**config.mk**
```make
export PLATFORM = sky130hd
export DESIGN_NAME = alu_control_pipe
export DESIGN_NICKNAME = d
export VERILOG_FILES = /design/src/rtl/alu_control_pipe.sv
export SDC_FILE = /design/constraint.sdc
export NUM_CORES = 1
export LEC_CHECK = 0
export ABC_AREA = 1
export CAP_MARGIN = 20
export CORE_UTILIZATION = 35
export CTS_CLUSTER_SIZE = 14
export DETAILED_ROUTE_END_ITERATION = 10
export PLACE_DENSITY_LB_ADDON = 0.2
export SYNTH_ARGS = -nofsm -noshare
export SYNTH_HDL_FRONTEND = slang
export SYNTH_SLANG_ARGS = --single-unit
```
**constraint.sdc**
```tcl
create_clock -name clk -period 2.2 [get_ports clk]
set_input_delay 0.22 -clock clk [delete_from_list [all_inputs] [get_ports clk]]
set_output_delay 0.22 -clock clk [all_outputs]
set_load 0.02 [all_outputs]
```
**src/rtl/alu_control_pipe.sv**
```systemverilog
// -----------------------------------------------------------------------------
// alu_control_pipe
//   Registered ALU control stage between ID and EX of the MIPS datapath.
//   It decodes ALUOp/funct into the ALU control code and flags unsupported
//   operations. It also sequences multi-cycle mult/div operations with a busy
//   counter, and throttles the issue stage with a valid/ready handshake.
//
// Ports
//   clk, rst      rising-edge clock, synchronous active-high reset
//   in_valid      issue stage presents funct_in/alu_op
//   in_ready      stage can accept this cycle
//   funct_in      instruction funct field (6 bits)
//   alu_op        main-control ALUOp (2 bits)
//   stall_in      EX cannot take a new control word
//   alu_ctrl      registered ALU control code (CTRL_W bits, upper bits zero)
//   out_valid     alu_ctrl is valid for EX
//   illegal       registered; the decoded op was unsupported
//   muldiv_start  one-cycle pulse; the mult/div unit starts
//   muldiv_done   one-cycle pulse; last busy cycle of the mult/div sequence
//   busy          mult/div sequence in progress
//   state_dbg     1 while the sequencer FSM is in BUSY (observation only)
//
// Handshake: a word transfers on a rising edge where in_valid & in_ready.
//   in_valid may be raised at any time and the word is held by the issue
//   stage until it transfers. in_ready is low while a mult/div sequence
//   occupies EX, and while the current output word is stalled
//   (out_valid & stall_in). An offer made while in_ready is low is not
//   queued.
// -----------------------------------------------------------------------------
module alu_control_pipe #(
    parameter int CTRL_W  = 4,
    parameter int MUL_LAT = 4,
    parameter int DIV_LAT = 32
) (
    input  logic              clk,
    input  logic              rst,
    input  logic              in_valid,
    output logic              in_ready,
    input  logic [5:0]        funct_in,
    input  logic [1:0]        alu_op,
    input  logic              stall_in,
    output logic [CTRL_W-1:0] alu_ctrl,
    output logic              out_valid,
    output logic              illegal,
    output logic              muldiv_start,
    output logic              muldiv_done,
    output logic              busy,
    output logic              state_dbg
);

    localparam int MAX_LAT = (MUL_LAT > DIV_LAT) ? MUL_LAT : DIV_LAT;
    localparam int CNT_W   = $clog2(MAX_LAT + 1);

    localparam logic [3:0] CTRL_MULT = 4'b1101;
    localparam logic [3:0] CTRL_DIV  = 4'b1110;

    localparam logic [CNT_W-1:0] MUL_CNT = CNT_W'(MUL_LAT - 1);
    localparam logic [CNT_W-1:0] DIV_CNT = CNT_W'(DIV_LAT - 1);

    typedef enum logic {
        IDLE = 1'b0,
        BUSY = 1'b1
    } state_t;

    state_t            state_q, state_d;
    logic [CNT_W-1:0]  cnt_q, cnt_d;
    logic [CTRL_W-1:0] alu_ctrl_q, alu_ctrl_d;
    logic              out_valid_q, out_valid_d;
    logic              illegal_q, illegal_d;
    logic              start_q, start_d;
    logic              done_q, done_d;
    logic              busy_q, busy_d;

    logic [3:0]        dec_ctrl;
    logic              dec_illegal;
    logic              dec_muldiv;
    logic [CNT_W-1:0]  dec_cnt;
    logic              hold;
    logic              accept;

    // ---------------------------------------------------------------- decode
    always_comb begin
        dec_ctrl    = 4'b0000;
        dec_illegal = 1'b0;
        unique case (alu_op)
            2'b00: dec_ctrl = 4'b0010;
            2'b01: dec_ctrl = 4'b0110;
            2'b11: dec_illegal = 1'b1;
            2'b10: begin
                unique case (funct_in)
                    6'b100000: dec_ctrl = 4'b0010;
                    6'b100010: dec_ctrl = 4'b0110;
                    6'b100100: dec_ctrl = 4'b0000;
                    6'b100101: dec_ctrl = 4'b0001;
                    6'b101010: dec_ctrl = 4'b0111;
                    6'b100111: dec_ctrl = 4'b1100;
                    6'b100110: dec_ctrl = 4'b0011;
                    6'b000000: dec_ctrl = 4'b1000;
                    6'b000010: dec_ctrl = 4'b1001;
                    6'b000011: dec_ctrl = 4'b1010;
                    6'b011000: dec_ctrl = CTRL_MULT;
                    6'b011010: dec_ctrl = CTRL_DIV;
                    default:   dec_illegal = 1'b1;
                endcase
            end
            default: dec_illegal = 1'b1;
        endcase
    end

    // An illegal decode always yields 0000, so it can never look like mult/div.
    assign dec_muldiv = ~dec_illegal & ((dec_ctrl == CTRL_MULT) | (dec_ctrl == CTRL_DIV));
    assign dec_cnt    = (dec_ctrl == CTRL_MULT) ? MUL_CNT : DIV_CNT;

    // ------------------------------------------------------------- handshake
    assign hold     = out_valid_q & stall_in;
    assign in_ready = (state_q == IDLE) & ~hold;
    assign accept   = in_valid & in_ready;

    // ------------------------------------------------------- next-state logic
    always_comb begin
        state_d     = state_q;
        cnt_d       = cnt_q;
        alu_ctrl_d  = alu_ctrl_q;
        out_valid_d = out_valid_q;
        illegal_d   = illegal_q;
        start_d     = 1'b0;
        done_d      = 1'b0;
        busy_d      = 1'b0;

        // Output word: held while stalled, loaded on accept, otherwise it
        // drops valid but keeps the last code/illegal value.
        if (!hold) begin
            if (accept) begin
                alu_ctrl_d  = CTRL_W'(dec_ctrl);
                illegal_d   = dec_illegal;
                out_valid_d = 1'b1;
            end else begin
                out_valid_d = 1'b0;
            end
        end

        // The sequencer is not frozen by stall_in.
        unique case (state_q)
            IDLE: begin
                if (accept && dec_muldiv) begin
                    start_d = 1'b1;
                    if (dec_cnt == '0) begin
                        // Single-cycle op: start and done coincide, no BUSY.
                        done_d = 1'b1;
                    end else begin
                        state_d = BUSY;
                        cnt_d   = dec_cnt;
                    end
                end
            end
            BUSY: begin
                // The start cycle counts as the first occupied cycle. busy and
                // done are registered, so they are computed one cycle ahead:
                // done is shown in the cycle where the counter reads zero.
                if (cnt_q == '0) begin
                    state_d = IDLE;
                end else begin
                    cnt_d  = cnt_q - CNT_W'(1);
                    busy_d = 1'b1;
                    done_d = (cnt_q == CNT_W'(1));
                end
            end
            default: state_d = IDLE;
        endcase
    end

    // ---------------------------------------------------------------- flops
    always_ff @(posedge clk) begin
        if (rst) begin
            state_q     <= IDLE;
            cnt_q       <= '0;
            alu_ctrl_q  <= '0;
            out_valid_q <= 1'b0;
            illegal_q   <= 1'b0;
            start_q     <= 1'b0;
            done_q      <= 1'b0;
            busy_q      <= 1'b0;
        end else begin
            state_q     <= state_d;
            cnt_q       <= cnt_d;
            alu_ctrl_q  <= alu_ctrl_d;
            out_valid_q <= out_valid_d;
            illegal_q   <= illegal_d;
            start_q     <= start_d;
            done_q      <= done_d;
            busy_q      <= busy_d;
        end
    end

    assign alu_ctrl     = alu_ctrl_q;
    assign out_valid    = out_valid_q;
    assign illegal      = illegal_q;
    assign muldiv_start = start_q;
    assign muldiv_done  = done_q;
    assign busy         = busy_q;
    assign state_dbg    = (state_q == BUSY);

endmodule
```
==> results of run 1 <==
metal layers:
metal,track usage [%],vias to the layer above,part of all wire [%]
met5,0,-,0
met4,4.29,0,0.65
met3,5.35,2,6.2
met2,26.0,28,45
met1,17.8,436,48
li1,-,542,-
area by class of cell:
cell class	instances	area share [%]
inverters	27	7.93
flip-flops and latches	16	25.1
repair buffers	22	17.2
multi-input cells	112	45.0
clock buffers	3	1.76
well taps	31	3.04
power by group:
| part | leakage, nW | internal (W) | total (W) | switching [W] |
|---|---|---|---|---|
| sequential | 0.130 | 0.000298 | 0.000301 | 0.00000365 |
| combinational | 0.448 | 0.0000470 | 0.000105 | 0.0000583 |
| clock | 0.0138 | 0.0000635 | 0.000151 | 0.0000876 |
worst min path at each step:
stage                     startpoint       end  slack (ns)
after floorplan                  rst  cnt_q[5]        0.29
after global placement      cnt_q[1]  cnt_q[1]        0.45
after detailed placement    cnt_q[1]  cnt_q[1]        0.45
after CTS                   cnt_q[1]  cnt_q[1]        0.47
after global routing        cnt_q[1]  cnt_q[1]        0.52
final                       cnt_q[1]  cnt_q[1]        0.46
Yosys cell counts (all sizes together):
library cell,n
a21oi,6
a221oi,1
buf,1
clkbuf,2
clkinv,2
dfxtp,16
ha,2
inv,25
nand2,36
nand3,17
nand4,3
nor2,32
nor3,1
o211ai,1
o21ai,10
o31ai,1
xor2,2
flip-flops by register name, indices dropped and copies added (netlist names):
name,cells
cnt_q,6
alu_ctrl,4
busy,1
illegal,1
muldiv_done,1
muldiv_start,1
out_valid,1
state_dbg,1
cell usage in the layout, fill, tap and decap left out:
cell type and instances:
nor2_1 26, clkinv_1 2, o31ai_1 1, dfxtp_1 16
a221oi_1 1, a21oi_1 5, ha_1 2, xor2_1 2
nand3_2 3, a21oi_4 1, o211ai_1 1, clkbuf_4 3
o21ai_1 3, nor2_2 5, inv_2 2, nand3_1 14
nand2_1 33, nor2_4 1, nand2_4 2, o21ai_0 7
nor3_1 1, inv_1 23, nand2_2 1, nand4_1 3
clkdlybuf4s50_1 22
cells by family (layout without fill, tap and decap cells):
| family | Yosys count | after routing | synth area share [%] |
|---|---|---|---|
| adder cells (fa/ha/maj) | 2 | 2 | 2.48 |
| AND/OR/NAND/NOR | 89 | 89 | 41.3 |
| AO/OA/AOI/OAI | 19 | 19 | 11.4 |
| buffers and inverters | 30 | 52 | 11.3 |
| flip-flops | 16 | 16 | 31.8 |
| XOR/XNOR | 2 | 2 | 1.74 |
worst max-delay path, cell delays in order:
cell,delay [ns]
clkdlybuf4s50_1,0.55
inv_1,0.09
nor2_1,0.15
nand3_1,0.09
nand2_1,0.08
o21ai_1,0.10
clkinv_1,0.07
nand2_2,0.07
a21oi_4,0.13
nand2_4,0.10
nand2_4,0.09
inv_2,0.07
nor2_1,0.12
nor2_1,0.06
stage by stage:
step / utilization, % / hold slack [ns]
after CTS: 46.7 / 0.466
final: 46.7 / 0.462
after global routing: 46.7 / 0.515
after global placement: 45.9 / 0.450
after floorplan: - / 0.289
after detailed placement: 45.9 / 0.452
==> impl_metrics.toml, run 1 <==
[hold_path]
hold_class = "reg2reg"
hold_path_depth = 2

[timing]
hold_violations = 0
finalSetupTns_ns = 0
drv_slew = 0
worstMarginPinSlew_ns = 0.392
fin_ws_ns = 0.397
slew_headroom_pct = 73.8
rsz0062_at_grt = "no"
clock_skew_ns = 0.00745
timing.final.crit_share_pct = 81.9
fmax_mhz = 555
finalSetupViolCount = 0
layout_min_cycle_time_ns = 1.80

[clock_network]
postCtsSetupBuffers = 0
ctsHoldBuffers = 0
cts_tree = "built"
cts-root-buf = "clkbuf_4"
cts.clk_slew.worst_paths_ns = 0.09
cts_buffers = 3
clock_path_buffers = 2
cts_sinks = 16
htree_levels = 1
cts_resized = 0
insertion_delay_ns = 0.28

[setup_path]
cp-endpoint = "cnt_q[2]"
r2r-end = "cnt_q[2]"
r2r-start = "cnt_q[0]"
r2r_cells = 10
setup.worst_path.start = "funct_in[2]"
cp-start-kind = "primary input"
worstSetupEndpointType = "flop"
crit_fanout = 7
cp.arrival_ns = 1.99
critPathKind = "in2reg"
reg2reg_slack_ns = 0.66
cp_data_required_time_ns = 2.39

[floorplanning]
boundaryPins = 23
die_y_um = 55.7
start_util_pct = 36.9
coreArea_mm2 = 0.00273
dieArea_mm2 = 0.00310
num_rows = 19
fp.dieW_um = 55.7

[layout]
final_cells = 211
fin_nets = 196
area_growth_syn_to_layout_pct = 26.7
final_area_mm2 = 0.00128
diodes = 0
multi_input_area_um2 = 574
seq_area_um2 = 320
fill_cells = 277
drive_above_1_share_pct = 10.0

[placement]
place_inst = 208
io_buffer_count = 22
placed_area_mm2 = 0.00125
hpwl_um = 1700
globalplace.congestion = 0.796
post-place-ws_ns = 0.115

[detailed_routing]
wl_per_cell_um = 10.2
vias = 1008
drc = 0
first_pass_iters = 4
finalWirelength_um = 2140
routed_via_density = 4.78
ant_nets = 0
initialDrtViolationCount = 26

[global_route]
grt_pass1_vias = 913
antenna_found_initial = 0
grt_usage_pct = 15.2
grt_pass1_wl_um = 3740
grt_remaining_overflow = 0
grt_max_degree = 14

[yosys]
synth_cell_types = 25
syn_avg_cell_area_um2 = 6.38
yosysSeqAreaShare_pct = 31.8
synth_area_leaders = "dfxtp_1 (32%), nand2_1 (12%), nor2_1 (9.7%), inv_1 (8.6%), nand3_1 (6.9%)"
synth-seq-cells = 16
yosysWarnings = 0
synthCells = 158
yosysTopAreaCellShare_pct = 31.8
yosysTopAreaCell = "dfxtp_1"
synth_area_mm2 = 0.00101
syn_nets = 172

[run_status]
status = "completed"

[flow_run]
cap_viol_max_count = 0

[power]
power_density_mw_per_mm2 = 437
p_leak_nw = 0.592
power_w = 0.000558
irDropWorstVdd_uv = 444
Note: power is estimated with default switching activity, not from simulation.
==> run 2, diff against run 1 <==
==> constraint.sdc (replaced) <==
create_clock -name clk -period 1.8 [get_ports clk]
set_input_delay 0.18 -clock clk [delete_from_list [all_inputs] [get_ports clk]]
set_output_delay 0.18 -clock clk [all_outputs]
set_load 0.02 [all_outputs]
==> run 2 against run 1 <==
Design area up 12%; sequential cell count unchanged; sequential share of layout area down 2.7 points; critical path type unchanged; largest cell class unchanged; die area unchanged; highest routed layer unchanged; cell count up 8.1%.
==> impl_metrics.toml, run 2 (synthesized netlist as in run 1, its figures left out) <==
[power]
irDropWorstVdd_uv = 647
p_leak_nw = 0.718
power_density_mw_per_mm2 = 492
power_w = 0.000704

[setup_path]
cp_data_required_time_ns = 1.99
r2r_cells = 10
worstSetupEndpointType = "flop"
crit_fanout = 7
reg2reg_slack_ns = 0.29
r2r-end = "cnt_q[4]"
r2r-start = "cnt_q[0]"
cp.arrival_ns = 1.85
cp-start-kind = "primary input"
critPathKind = "in2reg"

[timing]
clock_skew_ns = 0.00999
layout_min_cycle_time_ns = 1.67
slew_headroom_pct = 75.8
fmax_mhz = 600
finalSetupViolCount = 0
drv_slew = 0
worstMarginPinSlew_ns = 0.362
timing.final.crit_share_pct = 92.6
hold_violations = 0

[global_route]
use_met1_pct = 20.2
grt_remaining_overflow = 0
grt_max_degree = 14
grt_pass1_wl_um = 3990
grt_usage_pct = 16.1
use_met3_pct = 5.35
grt-busiest-layer = "met2"
grt_pass1_vias = 997
grt_use_met2_pct = 26.9
antenna_found_initial = 0

[clock_network]
cts.clk_slew.worst_paths_ns = 0.09
cts_sinks = 16
insertion_delay_ns = 0.28
cts-root-buf = "clkbuf_4"
cts_buffers = 3
cts_tree = "built"
htree_levels = 1
clock_path_buffers = 2

[detailed_routing]
vias = 1067
wl_per_cell_um = 10.1
ant_nets = 0
drc = 0
first_pass_iters = 4
initialDrtViolationCount = 23
finalWirelength_um = 2310
routed_via_density = 4.68

[layout]
regMostFlops = "cnt_q"
final_cells = 228
largest_reg_flops = 6
fin_nets = 213
final_common_cell = "nand2_1"
drive_above_1_share_pct = 20.3
diodes = 0
finalCoreUtilization_pct = 52.4
final_cell_mix = "nand2_1 (31), nor2_1 (24), inv_1 (23), clkdlybuf4s50_1 (17), buf_4 (17)"
area_growth_syn_to_layout_pct = 41.9

[placement]
place_inst = 225
hpwl_um = 1870
globalplace.congestion = 0.805
io_buffer_count = 22

[floorplanning]
num_rows = 19
dieArea_mm2 = 0.00310
start_util_pct = 36.9
boundaryPins = 23
die_y_um = 55.7
fp.dieW_um = 55.7
coreArea_mm2 = 0.00273

[flow_run]
cap_viol_max_count = 0

[hold_path]
hp-start = "cnt_q[1]"
hold_class = "reg2reg"
min_to = "cnt_q[1]"
hold_path_depth = 2

[run_status]
status = "completed"
## run 2: repair_timing
action,4_1_cts,5_1_grt
hold buffers,0,0
setup buffers,0,0
gates resized for setup,0,10
endpoints found under the setup margin,0,6
## run 2: per-stage QoR
step / setup slack (ns) / setup TNS [ns] / instance area, um2 / hold WS [ns]
2_1_floorplan: 0.119 / 0 / 1010 / 0.249
3_3_place_gp: -0.227 / -1.18 / 1380 / 0.450
3_5_place_dp: -0.258 / -1.61 / 1380 / 0.450
4_1_cts: 0.0520 / 0 / 1410 / 0.467
5_1_grt: -0.0190 / -0.0190 / 1430 / 0.499
6_report: 0.134 / 0 / 1430 / 0.462
## run 2: area by class of cell
type,instances,area [um2]
inverters,27,101
multi-input cells,112,588
well taps,31,38.8
fillers,283,1300
flip-flops and latches,16,320
clock buffers,3,22.5
repair buffers,39,360
## run 2: how the worst max path moves through the flow
stage,start,endpoint,slack (ns),cells after the start
2_1_floorplan,state_dbg,illegal,0.12,7
3_3_place_gp,funct_in[2],cnt_q[4],-0.23,14
3_5_place_dp,funct_in[2],cnt_q[4],-0.26,12
4_1_cts,funct_in[2],cnt_q[4],0.05,12
5_1_grt,funct_in[4],cnt_q[4],-0.02,14
6_report,funct_in[4],cnt_q[4],0.13,14
## run 2: power by group
group / total, W / internal [W] / switching [W]
Combinational: 0.000152 / 0.0000747 / 0.0000776
Clock: 0.000184 / 0.0000776 / 0.000106
Sequential: 0.000368 / 0.000364 / 0.00000410
Total: 0.000704 / 0.000516 / 0.000188
## run 2: worst max-delay path, stage by stage
cell             delay, ns
clkdlybuf4s50_1       0.47
inv_1                 0.07
nor2_2                0.11
nand3_1               0.14
nand2_2               0.12
nor2_1                0.06
nand3_2               0.07
nand2_2               0.08
a21oi_4               0.13
nand2_4               0.10
nand2_4               0.09
inv_2                 0.07
nor2_1                0.11
nor2_1                0.05
## run 2: metal layers
metal  part of all wire (%)  wire, um  vias to the layer above
met2                     48      1100                       22
met5                      0         0                        -
met4                    1.9        44                        0
met1                     47      1070                      467
met3                    3.9        90                        6
li1                       -         -                      572
